[src/rtl/mem_arbiter.sv]
// mem_arbiter
// Shares the unified instruction/data memory between the multicycle CPU
// (port 0) and the program loader/debug port (port 1). One access is in
// flight at a time: the winner's address and write data are registered
// onto the memory side and held while the memory settles. The write strobe
// is pulsed for one cycle on the last wait cycle, read data is captured at
// the same point, and the owner is acked the following cycle.
//
// Build option: define MEM_ARB_ROUND_ROBIN_EN to replace fixed priority
// (with port-1 starvation relief) by round-robin arbitration.

module mem_arbiter #(
    parameter int ADDR_W     = 32,
    parameter int DATA_W     = 32,
    parameter int MEM_LAT    = 1,
    parameter int STARVE_MAX = 4
) (
    input  logic              clk,
    input  logic              reset,

    input  logic              p0_req,
    input  logic              p0_we,
    input  logic [ADDR_W-1:0] p0_addr,
    input  logic [DATA_W-1:0] p0_wdata,
    output logic              p0_ack,
    output logic              p0_stall,

    input  logic              p1_req,
    input  logic              p1_we,
    input  logic [ADDR_W-1:0] p1_addr,
    input  logic [DATA_W-1:0] p1_wdata,
    output logic              p1_ack,

    output logic [DATA_W-1:0] rdata,

    output logic [ADDR_W-1:0] mem_addr,
    output logic [DATA_W-1:0] mem_wdata,
    output logic              mem_we,
    input  logic [DATA_W-1:0] mem_rdata,

    output logic              busy,
    output logic              grant_id
);

    // Wait counter counts MEM_LAT-1 down to 0; keep at least one bit so the
    // MEM_LAT==1 build still has a legal vector.
    localparam int CNT_W = (MEM_LAT > 1) ? $clog2(MEM_LAT) : 1;

    // With a single-cycle memory the strobe has to be raised straight out of
    // IDLE because BUSY only lasts one cycle.
    localparam bit WE_FROM_IDLE = (MEM_LAT == 1);

    localparam logic [1:0] ST_IDLE = 2'd0;
    localparam logic [1:0] ST_BUSY = 2'd1;
    localparam logic [1:0] ST_RESP = 2'd2;

    logic [1:0]        state;
    logic [1:0]        state_nxt;
    logic [CNT_W-1:0]  wait_cnt;
    logic              lat_we;

    logic              any_req;
    logic              pick_p1;
    logic              sel_we;
    logic [ADDR_W-1:0] sel_addr;
    logic [DATA_W-1:0] sel_wdata;

    logic              start;
    logic              last_beat;

    // A transaction starts when IDLE sees any request; the last BUSY cycle
    // is the one where the memory output is valid.
    assign start     = (state == ST_IDLE) && any_req;
    assign last_beat = (state == ST_BUSY) && (wait_cnt == '0);

    // The CPU stalls whenever it is asking and this is not its ack cycle.
    assign p0_stall = p0_req & ~p0_ack;

`ifdef MEM_ARB_ROUND_ROBIN_EN
    logic last_grant;

    // Round-robin: on a tie the port that did not win last time goes next.
    always_comb begin
        any_req = p0_req | p1_req;
        if (p0_req && p1_req) begin
            pick_p1 = ~last_grant;
        end else begin
            pick_p1 = p1_req;
        end
    end

    // Remember who won; starts as port 1 so port 0 wins the first tie.
    always_ff @(posedge clk) begin
        if (!reset) begin
            last_grant <= 1'b1;
        end else if (start) begin
            last_grant <= pick_p1;
        end
    end
`else
    localparam int STARVE_W = $clog2(STARVE_MAX + 1);

    logic [STARVE_W-1:0] starve_cnt;
    logic                starved;

    assign starved = (starve_cnt == STARVE_W'(STARVE_MAX));

    // Fixed priority to the CPU, unless the loader has waited through
    // STARVE_MAX CPU grants in a row.
    always_comb begin
        any_req = p0_req | p1_req;
        pick_p1 = p1_req & (~p0_req | starved);
    end

    // Count CPU grants taken while the loader was waiting; clear on a
    // loader grant and saturate at the limit.
    always_ff @(posedge clk) begin
        if (!reset) begin
            starve_cnt <= '0;
        end else if (start) begin
            if (pick_p1) begin
                starve_cnt <= '0;
            end else if (p1_req && !starved) begin
                starve_cnt <= starve_cnt + STARVE_W'(1);
            end
        end
    end
`endif

    // Steer the winning port's command onto the memory-side capture path.
    always_comb begin
        sel_we    = pick_p1 ? p1_we    : p0_we;
        sel_addr  = pick_p1 ? p1_addr  : p0_addr;
        sel_wdata = pick_p1 ? p1_wdata : p0_wdata;
    end

    // Next-state logic: IDLE -> BUSY for MEM_LAT cycles -> RESP -> IDLE.
    always_comb begin
        state_nxt = state;
        case (state)
            ST_IDLE: begin
                if (any_req) begin
                    state_nxt = ST_BUSY;
                end
            end
            ST_BUSY: begin
                if (wait_cnt == '0) begin
                    state_nxt = ST_RESP;
                end
            end
            ST_RESP: begin
                state_nxt = ST_IDLE;
            end
            default: begin
                state_nxt = ST_IDLE;
            end
        endcase
    end

    // State register; reset abandons whatever transaction is in flight.
    always_ff @(posedge clk) begin
        if (!reset) begin
            state <= ST_IDLE;
        end else begin
            state <= state_nxt;
        end
    end

    // Memory wait counter: loaded at grant, counts down while BUSY.
    always_ff @(posedge clk) begin
        if (!reset) begin
            wait_cnt <= '0;
        end else if (start) begin
            wait_cnt <= CNT_W'(MEM_LAT - 1);
        end else if ((state == ST_BUSY) && (wait_cnt != '0)) begin
            wait_cnt <= wait_cnt - CNT_W'(1);
        end
    end

    // Capture the winner's command; held stable until the next grant.
    always_ff @(posedge clk) begin
        if (!reset) begin
            mem_addr  <= '0;
            mem_wdata <= '0;
            lat_we    <= 1'b0;
            grant_id  <= 1'b0;
        end else if (start) begin
            mem_addr  <= sel_addr;
            mem_wdata <= sel_wdata;
            lat_we    <= sel_we;
            grant_id  <= pick_p1;
        end
    end

    // Write strobe is high only during the last BUSY cycle of a write, so a
    // reset taken before that cycle means the write never reaches memory.
    always_ff @(posedge clk) begin
        if (!reset) begin
            mem_we <= 1'b0;
        end else if (start) begin
            mem_we <= WE_FROM_IDLE && sel_we;
        end else if ((state == ST_BUSY) && (wait_cnt == CNT_W'(1))) begin
            mem_we <= lat_we;
        end else begin
            mem_we <= 1'b0;
        end
    end

    // Latch memory read data at the end of the last BUSY cycle; writes
    // leave the previous read value in place.
    always_ff @(posedge clk) begin
        if (!reset) begin
            rdata <= '0;
        end else if (last_beat && !lat_we) begin
            rdata <= mem_rdata;
        end
    end

    // One-cycle completion pulse to whichever port owns the transaction.
    always_ff @(posedge clk) begin
        if (!reset) begin
            p0_ack <= 1'b0;
            p1_ack <= 1'b0;
        end else begin
            p0_ack <= last_beat && !grant_id;
            p1_ack <= last_beat &&  grant_id;
        end
    end

    // Busy covers BUSY and RESP, i.e. every state other than IDLE.
    always_ff @(posedge clk) begin
        if (!reset) begin
            busy <= 1'b0;
        end else begin
            busy <= (state_nxt != ST_IDLE);
        end
    end

endmodule
[config.mk]
export PLATFORM = sky130hd
export DESIGN_NAME = mem_arbiter
export DESIGN_NICKNAME = d
export VERILOG_FILES = /design/src/rtl/mem_arbiter.sv
export SDC_FILE = /design/constraint.sdc
export NUM_CORES = 1
export LEC_CHECK = 0
export ABC_AREA = 1
export BUFFER_PORTS_ARGS = -buffer_cell sky130_fd_sc_hd__buf_4
export CAP_MARGIN = 10
export CORE_MARGIN = 5
export CORE_UTILIZATION = 45
export CTS_CLUSTER_SIZE = 28
export DETAILED_ROUTE_END_ITERATION = 12
export GPL_ROUTABILITY_DRIVEN = 0
export MAX_ROUTING_LAYER = met4
export PLACE_DENSITY = 0.8
export REMOVE_ABC_BUFFERS = 1
export SYNTH_ARGS = -nofsm -noshare
export SYNTH_HDL_FRONTEND = slang
export SYNTH_SLANG_ARGS = --single-unit
[constraint.sdc]
create_clock -name clk -period 1.43 [get_ports clk]
set_input_delay 0.143 -clock clk [delete_from_list [all_inputs] [get_ports clk]]
set_output_delay 0.143 -clock clk [all_outputs]
set_load 0.02 [all_outputs]
# After elaboration in Yosys (flattened, before gate mapping)
# Cells that the tools add are included.
[totals]
register_bits = 108
input_bits = 166
output_inout_bits = 102
word_cells = 49
[op_classes]
addsub = 2
eq_ne = 2
n_mux = 10
bitwise_logic = 8
n_reduce_logical = 15
[op_table]
columns = ["op", "count"]
rows = [
  ["32-bit 2-to-1 mux", 2],
  ["1-bit logical AND", 7],
  ["3-bit 2-to-1 mux", 2],
  ["2-bit 2-to-1 mux", 2],
  ["1-bit inverter", 4],
  ["2-bit one-hot mux with 2 select lines", 1],
  ["2-bit nonzero test", 2],
  ["3-bit by 1-bit adder with 3-bit output (second input constant)", 1],
  ["3-bit == test (second input constant)", 1],
  ["1-bit logical NOT", 3],
  ["1-bit 2-to-1 mux", 3],
  ["1-bit bitwise AND", 2],
  ["2-bit by 1-bit == test with 1-bit output (second input constant)", 1],
  ["2-bit logical NOT", 1],
  ["1-bit bitwise OR", 2],
  ["2-bit AND reduction", 1],
  ["2-bit OR reduction", 1],
  ["1-bit subtractor (second input constant)", 1],
]

# Longest topological paths before layout
[logic_depth]
word_depth = 5
mapped_depth = 11
ltp_nobuf = 10

# Worst setup path before layout
# OpenSTA, ideal clock, no wires.
[synth_path]
kind = "register to register"
start = "register starve_cnt[0]"
end = "register mem_addr[0]"
setup_ps = 109
arrival_time_ps = 1197
t_required_ps = 1321
setup_slack_ps = 124
path_stages_with_launch = 12
n_path_buf = 1
period_less_slack_ps = 1306
cell_sequence = "dfxtp_1 -> inv_1 -> ha_1 -> nand2_1 -> nand2_1 -> nand2_2 -> inv_2 -> buf_6 -> nand2_1 -> nand3_1 -> nand2_1 -> inv_1"
[synth_via]
elab_chain_cells = 4
[synth_rtl]
columns = ["item", "line", "text"]
rows = [
  ["from (decl)", "103", "logic [STARVE_W-1:0] starve_cnt;"],
  ["from (signal assigned)", "124", "starve_cnt <= starve_cnt + STARVE_W'(1);"],
  ["3-bit == test", "106", "assign starved = (starve_cnt == STARVE_W'(STARVE_MAX));"],
  ["1-bit bitwise OR", "112", "pick_p1 = p1_req & (~p0_req | starved);"],
  ["1-bit bitwise AND", "112", ""],
  ["32-bit 2-to-1 mux", "133", "sel_addr = pick_p1 ? p1_addr : p0_addr;"],
  ["to (signal assigned)", "188", "mem_addr <= sel_addr;"],
  ["to (decl)", "36", "output logic [ADDR_W-1:0] mem_addr,"],
]
# No other way between the ends.
# A chain may end at the register's enable or synchronous reset.

# Final worst setup path
[layout_path]
start = "register starve_cnt[1]"
end = "register mem_wdata[17]"
[layout_via]
elab_chain_cells = 4
[layout_rtl]
columns = ["item", "line", "text"]
rows = [
  ["3-bit == test", "106", ""],
  ["1-bit bitwise OR", "112", ""],
  ["1-bit bitwise AND", "112", ""],
  ["32-bit 2-to-1 mux", "134", "sel_wdata = pick_p1 ? p1_wdata : p0_wdata;"],
  ["to (signal assigned)", "189", "mem_wdata <= sel_wdata;"],
  ["to (decl)", "37", "output logic [DATA_W-1:0] mem_wdata,"],
]
# No other way between the ends.

==> results.toml <==
[run_status]
status = "finished with violations"
violations = "setup timing"

[final_layout]
mostFrequentLayoutCell = "buf_4"
nets = 1192
drive_gt1_frac = 0.362
syn_to_final_growth_pct = 56.1
layout_common_cells = "280 x buf_4, 202 x nor2_1, 177 x nand2_1, 106 x dfxtp_1, 74 x inv_1"
diodes = 0
fillers = 886
utilization = 0.716

[synth]
synthTopCellsByArea = "dfxtp_1 44%, nand2_1 16%, nor2_1 15%, nand3_1 6.9%, inv_1 5.8%"
ys_types = 22
synth-seq-area-share = 0.437
syn_avg_cell_area_um2 = 6.55
synth_cells = 755
muxShareOfSynthArea = 0
synth_top_area_frac = 0.437
synth_xor_area_frac = 0
yosysTopAreaCell = "dfxtp_1"
netlist_area_mm2 = 0.00495
synth_compound_area_frac = 0.0410
synth-adder-area-share = 0.00506
ys_ff_latch = 108
yosysWarnings = 0
yosys.area_share.simple = 0.387
synth_top_family_by_area = "simple AND/OR/NAND/NOR gates"

[sta]
finalCritPeriodShare = 1.02
finalSetupViolCount = 18
report.final.slew_viol_count = 0
fin_ws_ns = -0.0303
period_needed_ns = 1.46
worst_pin_slew_ns = 0.286
final-hold-violation-count = 0
rsz0062_at_grt = "yes"
max_freq_mhz = 685
finClkSkew_ns = 0.00715
slew_headroom = 0.807

[setup_path]
cp-start-kind = "register"
critPathMaxFanout = 8
critPathCaptureType = "register"
worstSetupPathType = "register to register"
required_ns = 1.70
critPathArrivalTime_ns = 1.73

[grt]
gr-usage-all-layers = 0.229
grt_pass1_vias = 5025
grt_pass1_wl_um = 23600
antenna_found_initial = 0
grt_max_degree = 44
gr-total-overflow = 0

[clocking]
tritoncts = "built"
clk_latency_ns = 0.36
path_clk_slew_ns = 0.10
clkSinkCount = 108
cts.path.max_buffers = 2
ctsRootBufferMaster = "clkbuf_8"
htree_levels = 3
cts_made_buffers = 9

[power_and_ir_drop]
cellLeakagePower_nw = 4.27
power.density_mw_per_mm2 = 1050
vdd_ir_drop_max_mv = 0.548

[detailed_routing]
dr_total_vias = 5510
drc_errors = 0
vias_per_cell = 4.71
dr.pass1.iters = 5
wl_um = 16400
avgRoutedWirePerCell_um = 14.1
antenna_left = 0
drt_iter0_drc = 335

[floorplan]
die_h_um = 115
start_util = 0.458
dieWidth_um = 115
core_area_mm2 = 0.0108
io_pins = 268
dieArea_mm2 = 0.0132
rows = 38

[place]
hpwl_um = 11700
dp_worst_setup_slack_ns = 0.0123
io_buffer_count = 267

[job]
cap_violations = 0

[worst_hold_path]
min-delay-path-class = "primary input to register"
[routing by layer]
layer	up-vias	share of wire	GRT usage	wire [um]
met5	-	0	-	0
met4	0	0.031	0.0759	516
met3	43	0.10	0.0737	1720
met2	239	0.49	0.381	8030
met1	2420	0.38	0.260	6170
li1	2808	-	-	-
[what timing repair did]
action,4_1_cts,5_1_grt
pin swaps,0,57
setup endpoints to repair,15,68
hold buffers,2,0
gates resized for setup,2,67
gates cloned,0,8
endpoints found under the hold margin,2,0
setup buffers,0,2
[worst paths after layout]
kind | start | end | slack (ns) | cells after the start
worst min register to register | grant_id | p0_ack | 0.47 | 1
worst max register to register | starve_cnt[1] | mem_wdata[17] | -0.03 | 11
worst max-delay path | starve_cnt[1] | mem_wdata[17] | -0.03 | 11
worst min-delay path | mem_rdata[16] | rdata[16] | 0.02 | 3
[critical path, stage by stage (launching register included)]
cell,delay (ns)
dfxtp_2,0.34
inv_2,0.08
ha_4,0.13
nand2_2,0.05
nand2_2,0.10
nand2_4,0.10
buf_12,0.17
clkbuf_16,0.16
nand2_2,0.06
nand3_2,0.07
nand2_1,0.07
inv_1,0.03
[synth_stat cells (all sizes together)]
cell	instances
a21oi	3
a31o	1
buf	32
clkbuf	12
dfxtp	108
ha	2
inv	80
nand2	209
nand3	68
nor2	204
nor3	1
o21ai	35
[flip-flops by register name (all words and copies together), names as in the netlist, 2 cells and up]
| register | flops |
|---|---|
| mem_addr | 32 |
| mem_wdata | 32 |
| rdata | 32 |
| starve_cnt | 3 |
| state | 2 |
[cell families (layout without fill, tap and decap cells)]
logic type | Yosys count | after routing
and+or+nand+nor | 482 | 482
buffers and inverters | 124 | 398
DFF | 108 | 108
AOI/OAI and AO/OA | 39 | 39
adders and majority gates | 2 | 2
[final cells by class]
type,instances,area (um2),area share
timing repair buffer,302,2520,0.326
multi-input combinational,523,2340,0.302
sequential,108,2160,0.280
inverter,80,310,0.0402
tap,140,175,0.0227
clock buffer,11,141,0.0183
clock inverter,5,75.1,0.00972
[power by group]
part	internal, mW	leakage [nW]	switching, mW
combinational	1.19	3.26	1.39
sequential	3.33	0.894	0.166
clock	1.03	0.113	1.01
total	5.55	4.27	2.57
[metrics by stage]
step           std cells  TNS (ns)  total power, mW  hold slack (ns)  cell area, um2
6_report            1169    -0.219             8.12           0.0244            7720
5_1_grt             1169     -4.30             8.60           0.0118            7720
4_1_cts             1159         0             8.02          0.00412            7300
3_5_place_dp        1141         0             5.98            0.389            7060
3_3_place_gp        1141         0             5.95            0.374            7060
2_1_floorplan        711    -54.84             4.78            0.270            4610
No activity file was read; power rests on OpenSTA's default activity.
